===== src/rtl/mem_port_arbiter.sv =====
//-----------------------------------------------------------------------------
// mem_port_arbiter
//
// Shares one single-ported unified memory between the instruction-fetch (IF)
// port and the data (MEM stage) port of the core. Data requests win
// arbitration. A starvation counter hands the slot to fetch after STARVE_MAX
// consecutive lost arbitrations. The block sequences fixed-latency (LAT)
// memory accesses, returns the responses, and generates the pipeline stalls.
//
// Ports
//   clk, rst           clock; asynchronous active-low reset (rst low = reset)
//   if_req/if_addr     fetch request and address, held until if_gnt
//   if_kill            discard the outstanding or new fetch (branch flush)
//   if_gnt/if_valid    fetch accepted / fetch response pulse
//   if_rdata           fetch data, 0 unless if_valid
//   d_req/d_we/d_be    data request, write flag, byte enables
//   d_addr/d_wdata     data address and write data
//   d_gnt/d_valid      data accepted / response or write-ack pulse
//   d_rdata            read data, 0 for writes or unless d_valid
//   m_*                memory strobe, write, byte enables, address, write data;
//                      all 0 in cycles without a grant
//   m_rdata            memory read data, valid LAT cycles after m_en
//   stall_if/stall_mem freeze IF / freeze MEM and upstream
//-----------------------------------------------------------------------------
`timescale 1ns/1ps

module mem_port_arbiter #(
  parameter int ADDR_W     = 8,
  parameter int DATA_W     = 32,
  parameter int LAT        = 1,   // legal 1..4
  parameter int STARVE_MAX = 3    // legal 1..7
) (
  input  logic              clk,
  input  logic              rst,
  input  logic              if_req,
  input  logic [ADDR_W-1:0] if_addr,
  input  logic              if_kill,
  output logic              if_gnt,
  output logic              if_valid,
  output logic [DATA_W-1:0] if_rdata,
  input  logic              d_req,
  input  logic              d_we,
  input  logic [3:0]        d_be,
  input  logic [ADDR_W-1:0] d_addr,
  input  logic [DATA_W-1:0] d_wdata,
  output logic              d_gnt,
  output logic              d_valid,
  output logic [DATA_W-1:0] d_rdata,
  output logic              m_en,
  output logic              m_we,
  output logic [3:0]        m_be,
  output logic [ADDR_W-1:0] m_addr,
  output logic [DATA_W-1:0] m_wdata,
  input  logic [DATA_W-1:0] m_rdata,
  output logic              stall_if,
  output logic              stall_mem
);

  // The busy states double as the owner flag: BUSY_IF = fetch owns the memory.
  typedef enum logic [1:0] {IDLE, BUSY_IF, BUSY_D} state_t;

  localparam logic [2:0] LAT_C    = 3'(LAT);
  localparam logic [2:0] STARVE_C = 3'(STARVE_MAX);

  state_t     state, state_nxt;
  logic [2:0] lat_cnt, lat_cnt_nxt;
  logic [2:0] starve_cnt, starve_nxt;
  logic       kill_q, kill_nxt;
  logic       we_q, we_nxt;       // the data transaction in flight is a write

  logic busy, resp, slot, fetch_ok, gnt_d, gnt_if, kill_eff, resp_if, resp_d;

  assign busy     = (state != IDLE);
  assign resp     = busy && (lat_cnt == LAT_C);
  // No arbitration while in reset, so no output can rise during reset.
  assign slot     = rst && (!busy || resp);
  assign fetch_ok = if_req && !if_kill;
  assign gnt_d    = slot && d_req && !(fetch_ok && (starve_cnt == STARVE_C));
  assign gnt_if   = slot && fetch_ok && !gnt_d;
  // A kill arriving in the response cycle itself must still discard the data.
  assign kill_eff = kill_q || (if_kill && (state == BUSY_IF));
  assign resp_if  = resp && (state == BUSY_IF) && !kill_eff;
  assign resp_d   = resp && (state == BUSY_D);

  // State register
  // NOTE: sequential state uses non-blocking assignments so every register
  // samples the pre-edge values; combinational blocks below use blocking.
  always_ff @(posedge clk or negedge rst) begin
    if (!rst) begin
      state      <= IDLE;
      lat_cnt    <= '0;
      starve_cnt <= '0;
      kill_q     <= 1'b0;
      we_q       <= 1'b0;
    end else begin
      state      <= state_nxt;
      lat_cnt    <= lat_cnt_nxt;
      starve_cnt <= starve_nxt;
      kill_q     <= kill_nxt;
      we_q       <= we_nxt;
    end
  end

  // Next-state logic
  always_comb begin
    // NOTE: every variable gets a default first so no path infers a latch.
    state_nxt   = state;
    lat_cnt_nxt = lat_cnt;
    starve_nxt  = starve_cnt;
    kill_nxt    = 1'b0;
    we_nxt      = we_q;

    if (gnt_d) begin
      state_nxt   = BUSY_D;
      lat_cnt_nxt = 3'd1;
      we_nxt      = d_we;
    end else if (gnt_if) begin
      state_nxt   = BUSY_IF;
      lat_cnt_nxt = 3'd1;
      we_nxt      = 1'b0;
    end else if (resp) begin
      state_nxt   = IDLE;
      lat_cnt_nxt = '0;
    end else if (busy) begin
      lat_cnt_nxt = lat_cnt + 3'd1;
    end

    // The flag lives until the end of the fetch's response cycle; a killed
    // fetch still runs its full latency.
    if ((state == BUSY_IF) && !resp)
      kill_nxt = kill_q || if_kill;

    if (gnt_if || !if_req)
      starve_nxt = '0;
    else if (gnt_d && fetch_ok && (starve_cnt != STARVE_C))
      starve_nxt = starve_cnt + 3'd1;
  end

  // Outputs: everything is gated by rst so reset clears them immediately.
  always_comb begin
    if_gnt    = 1'b0;
    if_valid  = 1'b0;
    if_rdata  = '0;
    d_gnt     = 1'b0;
    d_valid   = 1'b0;
    d_rdata   = '0;
    m_en      = 1'b0;
    m_we      = 1'b0;
    m_be      = '0;
    m_addr    = '0;
    m_wdata   = '0;
    stall_if  = 1'b0;
    stall_mem = 1'b0;

    if (rst) begin
      if_gnt = gnt_if;
      d_gnt  = gnt_d;

      if (gnt_d) begin
        m_en    = 1'b1;
        m_we    = d_we;
        m_be    = d_be;
        m_addr  = d_addr;
        m_wdata = d_wdata;
      end else if (gnt_if) begin
        m_en   = 1'b1;
        m_be   = 4'hF;
        m_addr = if_addr;
      end

      if (resp_d) begin
        d_valid = 1'b1;
        d_rdata = we_q ? '0 : m_rdata;
      end
      if (resp_if) begin
        if_valid = 1'b1;
        if_rdata = m_rdata;
      end

      stall_if  = (if_req && !gnt_if) ||
                  ((state == BUSY_IF) && !resp_if && !kill_eff);
      stall_mem = (d_req && !gnt_d) || ((state == BUSY_D) && !resp_d);
    end
  end

endmodule


===== config.mk =====
export PLATFORM = sky130hd
export DESIGN_NAME = mem_port_arbiter
export DESIGN_NICKNAME = d
export VERILOG_FILES = /design/src/rtl/mem_port_arbiter.sv
export SDC_FILE = /design/constraint.sdc
export NUM_CORES = 1
export LEC_CHECK = 0
export CAP_MARGIN = 20
export CORE_MARGIN = 3
export CORE_UTILIZATION = 23
export DETAILED_ROUTE_END_ITERATION = 6
export PLACE_DENSITY = 0.85
export SLEW_MARGIN = 20
export SYNTH_ARGS = -nofsm -noshare
export SYNTH_HDL_FRONTEND = slang
export SYNTH_SLANG_ARGS = --single-unit

===== constraint.sdc =====
create_clock -name clk -period 2.4 [get_ports clk]
set_input_delay 0.6 -clock clk [delete_from_list [all_inputs] [get_ports clk]]
set_output_delay 0.6 -clock clk [all_outputs]
set_load 0.03 [all_outputs]

==> metrics.csv <==
metric,value,unit
holdCritPathClass,input pin to async pin,
dr_wl_met3,693,um
total_leakage_power,2.23,nW
root_buffer,clkbuf_8,
mostFrequentLayoutCells,"buf_6, clkdlybuf4s50_1, and2_4, buf_4, and2_2",
r2r_end,we_q,
critPathCaptureType,output pin,
finalSetupViolations,106,
regArea,251,um^2
p_per_area,528,nW/um^2
synth_ff_type,dfrtp_1,
yosysWarnings,0,
diodes,0,
reg2reg_from,starve_cnt[0],
multiInputGateArea,1570,um^2
slew_violations,0,
rows,29,
drt_pass1_iterations,4,
path_cells,ha_2 > ha_4 > and3b_1 > a2111oi_4 > buf_6 > clkbuf_16 > and2_1 > buf_6,
critPathSlowestCell,dfrtp_1,
grt_max_degree,37,
antenna_found_initial,0,
syn-instance-count,214,
wl_per_cell,18.1,um
cts_buffers,3,
rsz0062_at_grt,yes,
cts_tree,built,
chipWidth,87.5,um
vias,2586,
period_needed,2.65,ns
synth_seq_cells,10,
wl_met2,5690,um
core-area,6390,um^2
grt_pass1_vias,2556,
relSlewSlack,0.757,
die_h,87.5,um
ir_drop,0.000484,V
path_clk_slew,0.05,ns
critPathBufInv,3,
drive_gt1_frac,0.662,
tightest_slew,0.365,ns
pin_count,206,
synth-edff-count,0,
worst_path_largest_cell_delay,0.39,ns
arrival,2.05,ns
postRouteWirelength,9850,um
ant_nets,0,
met1_length,3290,um
gr-total-overflow,0,
yosysSeqAreaShare,0.164,
grt_pass1_wl,13000,um
fmax,0.378,GHz
clock-sinks,10,
viasPerCell,4.74,
cp-start-kind,flip-flop,
violations,setup timing,
place_ws,-0.354,ns
total_power,2.55,mW
worstSetupPathType,flip-flop to output pin,
fin_crit_sh,1.10,
n_fill_cell,414,
rr_worst_depth,8,
top_layer,met4,
crit_required,1.80,ns
hold_viol,0,
syn_nets,308,
critPathTopFamily,buffers and inverters,
r2r_slack,0.59,ns
place_congestion,0.830,
start_util,0.239,
synthArstFlopShare,1.00,
htree_num_levels,1,
worstPathMaxFanout,9,
clockBufferDepth,2,
final_nets,563,
fin_skew,0.00181,ns
synthDistinctLibCells,30,
ctsHoldBuffers,0,
fin_cells,545,
port_buffers,205,
synth_area,1530,um^2
grt.total_usage,0.214,
area_growth,216,%
dieArea,7660,um^2
final_common_cell,buf_6,
maxCapViolCount,0,
hpwl,6040,um
syn_area_per_cell,7.14,um^2
status,"finished, violations left",
layout_setup_ws,-0.247,ns
utilization,0.756,
clock_latency,0.24,ns
post-place-cells,507,
worst-path-stages,8,
drc,0,
cp_common_cell,buf_6,
first_iter_violations,49,
[power breakdown]
part	total (mW)	internal [mW]	switching (mW)
Combinational	2.07	1.08	0.993
Sequential	0.259	0.216	0.0430
Clock	0.218	0.145	0.0735
[final cells by class]
class,instances,area share
Clock buffer,4,0.0114
Inverter,5,0.00389
Multi-Input combinational cell,184,0.326
Sequential cell,10,0.0521
Tap cell,77,0.0200
Timing Repair Buffer,265,0.586
[per-layer routing]
layer / vias up / GRT usage
met4: 0 / 0.0418
li1: 1220 / -
met1: 1228 / 0.213
met5: - / 0
met3: 18 / 0.0339
met2: 120 / 0.454
[through the flow]
stage / setup TNS [ns] / hold WS, ns / area (um^2)
2_1_floorplan: -0.246 / 0.304 / 1600
3_3_place_gp: -32.33 / 0.521 / 3630
3_5_place_dp: -34.91 / 0.525 / 3630
4_1_cts: -7.93 / 0.379 / 4400
5_1_grt: -22.89 / 0.421 / 4830
6_report: -15.37 / 0.401 / 4830
[cells by family (layout without fill, tap and decap cells)]
| group | count (synthesis) | after routing | share of synthesized area |
|---|---|---|---|
| DFF | 10 | 10 | 0.164 |
| adders and majority gates | 4 | 4 | 0.0327 |
| muxes | 3 | 3 | 0.0196 |
| and+or+nand+nor | 148 | 148 | 0.571 |
| AOI/OAI and AO/OA | 29 | 29 | 0.144 |
| buffers and inverters | 20 | 274 | 0.0687 |
[registers in the layout, summed over array words and instances, names as in the netlist]
name        count
we_q            1
lat_cnt         3
kill_q          1
starve_cnt      3
state           2
[how the worst max path moves through the flow]
stage / start / to
after floorplan: lat_cnt[1] / m_wdata[24]
after global placement: rst / if_rdata[18]
after detailed placement: rst / if_rdata[15]
after CTS: starve_cnt[0] / m_wdata[1]
after global routing: starve_cnt[0] / m_wdata[0]
final: starve_cnt[0] / m_wdata[2]
[synthesized netlist by cell type, types with 3 or more instances]
master    instances  share of area
nand2_1          12          0.029
a21oi_1          10          0.033
nand2b_1          4          0.016
ha_1              4          0.033
nand3_1          17          0.056
nor3_1            4          0.013
and2_1           97           0.40
inv_1             5          0.012
clkbuf_1         11          0.027
nor2b_1           3          0.012
o21a_1            4          0.020
nor2_1            4         0.0098
dfrtp_1          10           0.16
nand3b_1          4          0.020
buf_6             4          0.029
mux2i_1           3          0.020
[timing repair]
item | in CTS | in global routing
setup buffers | 16 | 14
hold endpoints to repair | 0 | 0
pin swaps | 19 | 52
resized for setup | 137 | 116
cloned | 6 | 4
endpoints found under the setup margin | 115 | 114
Power figures use the tool's default switching activity.
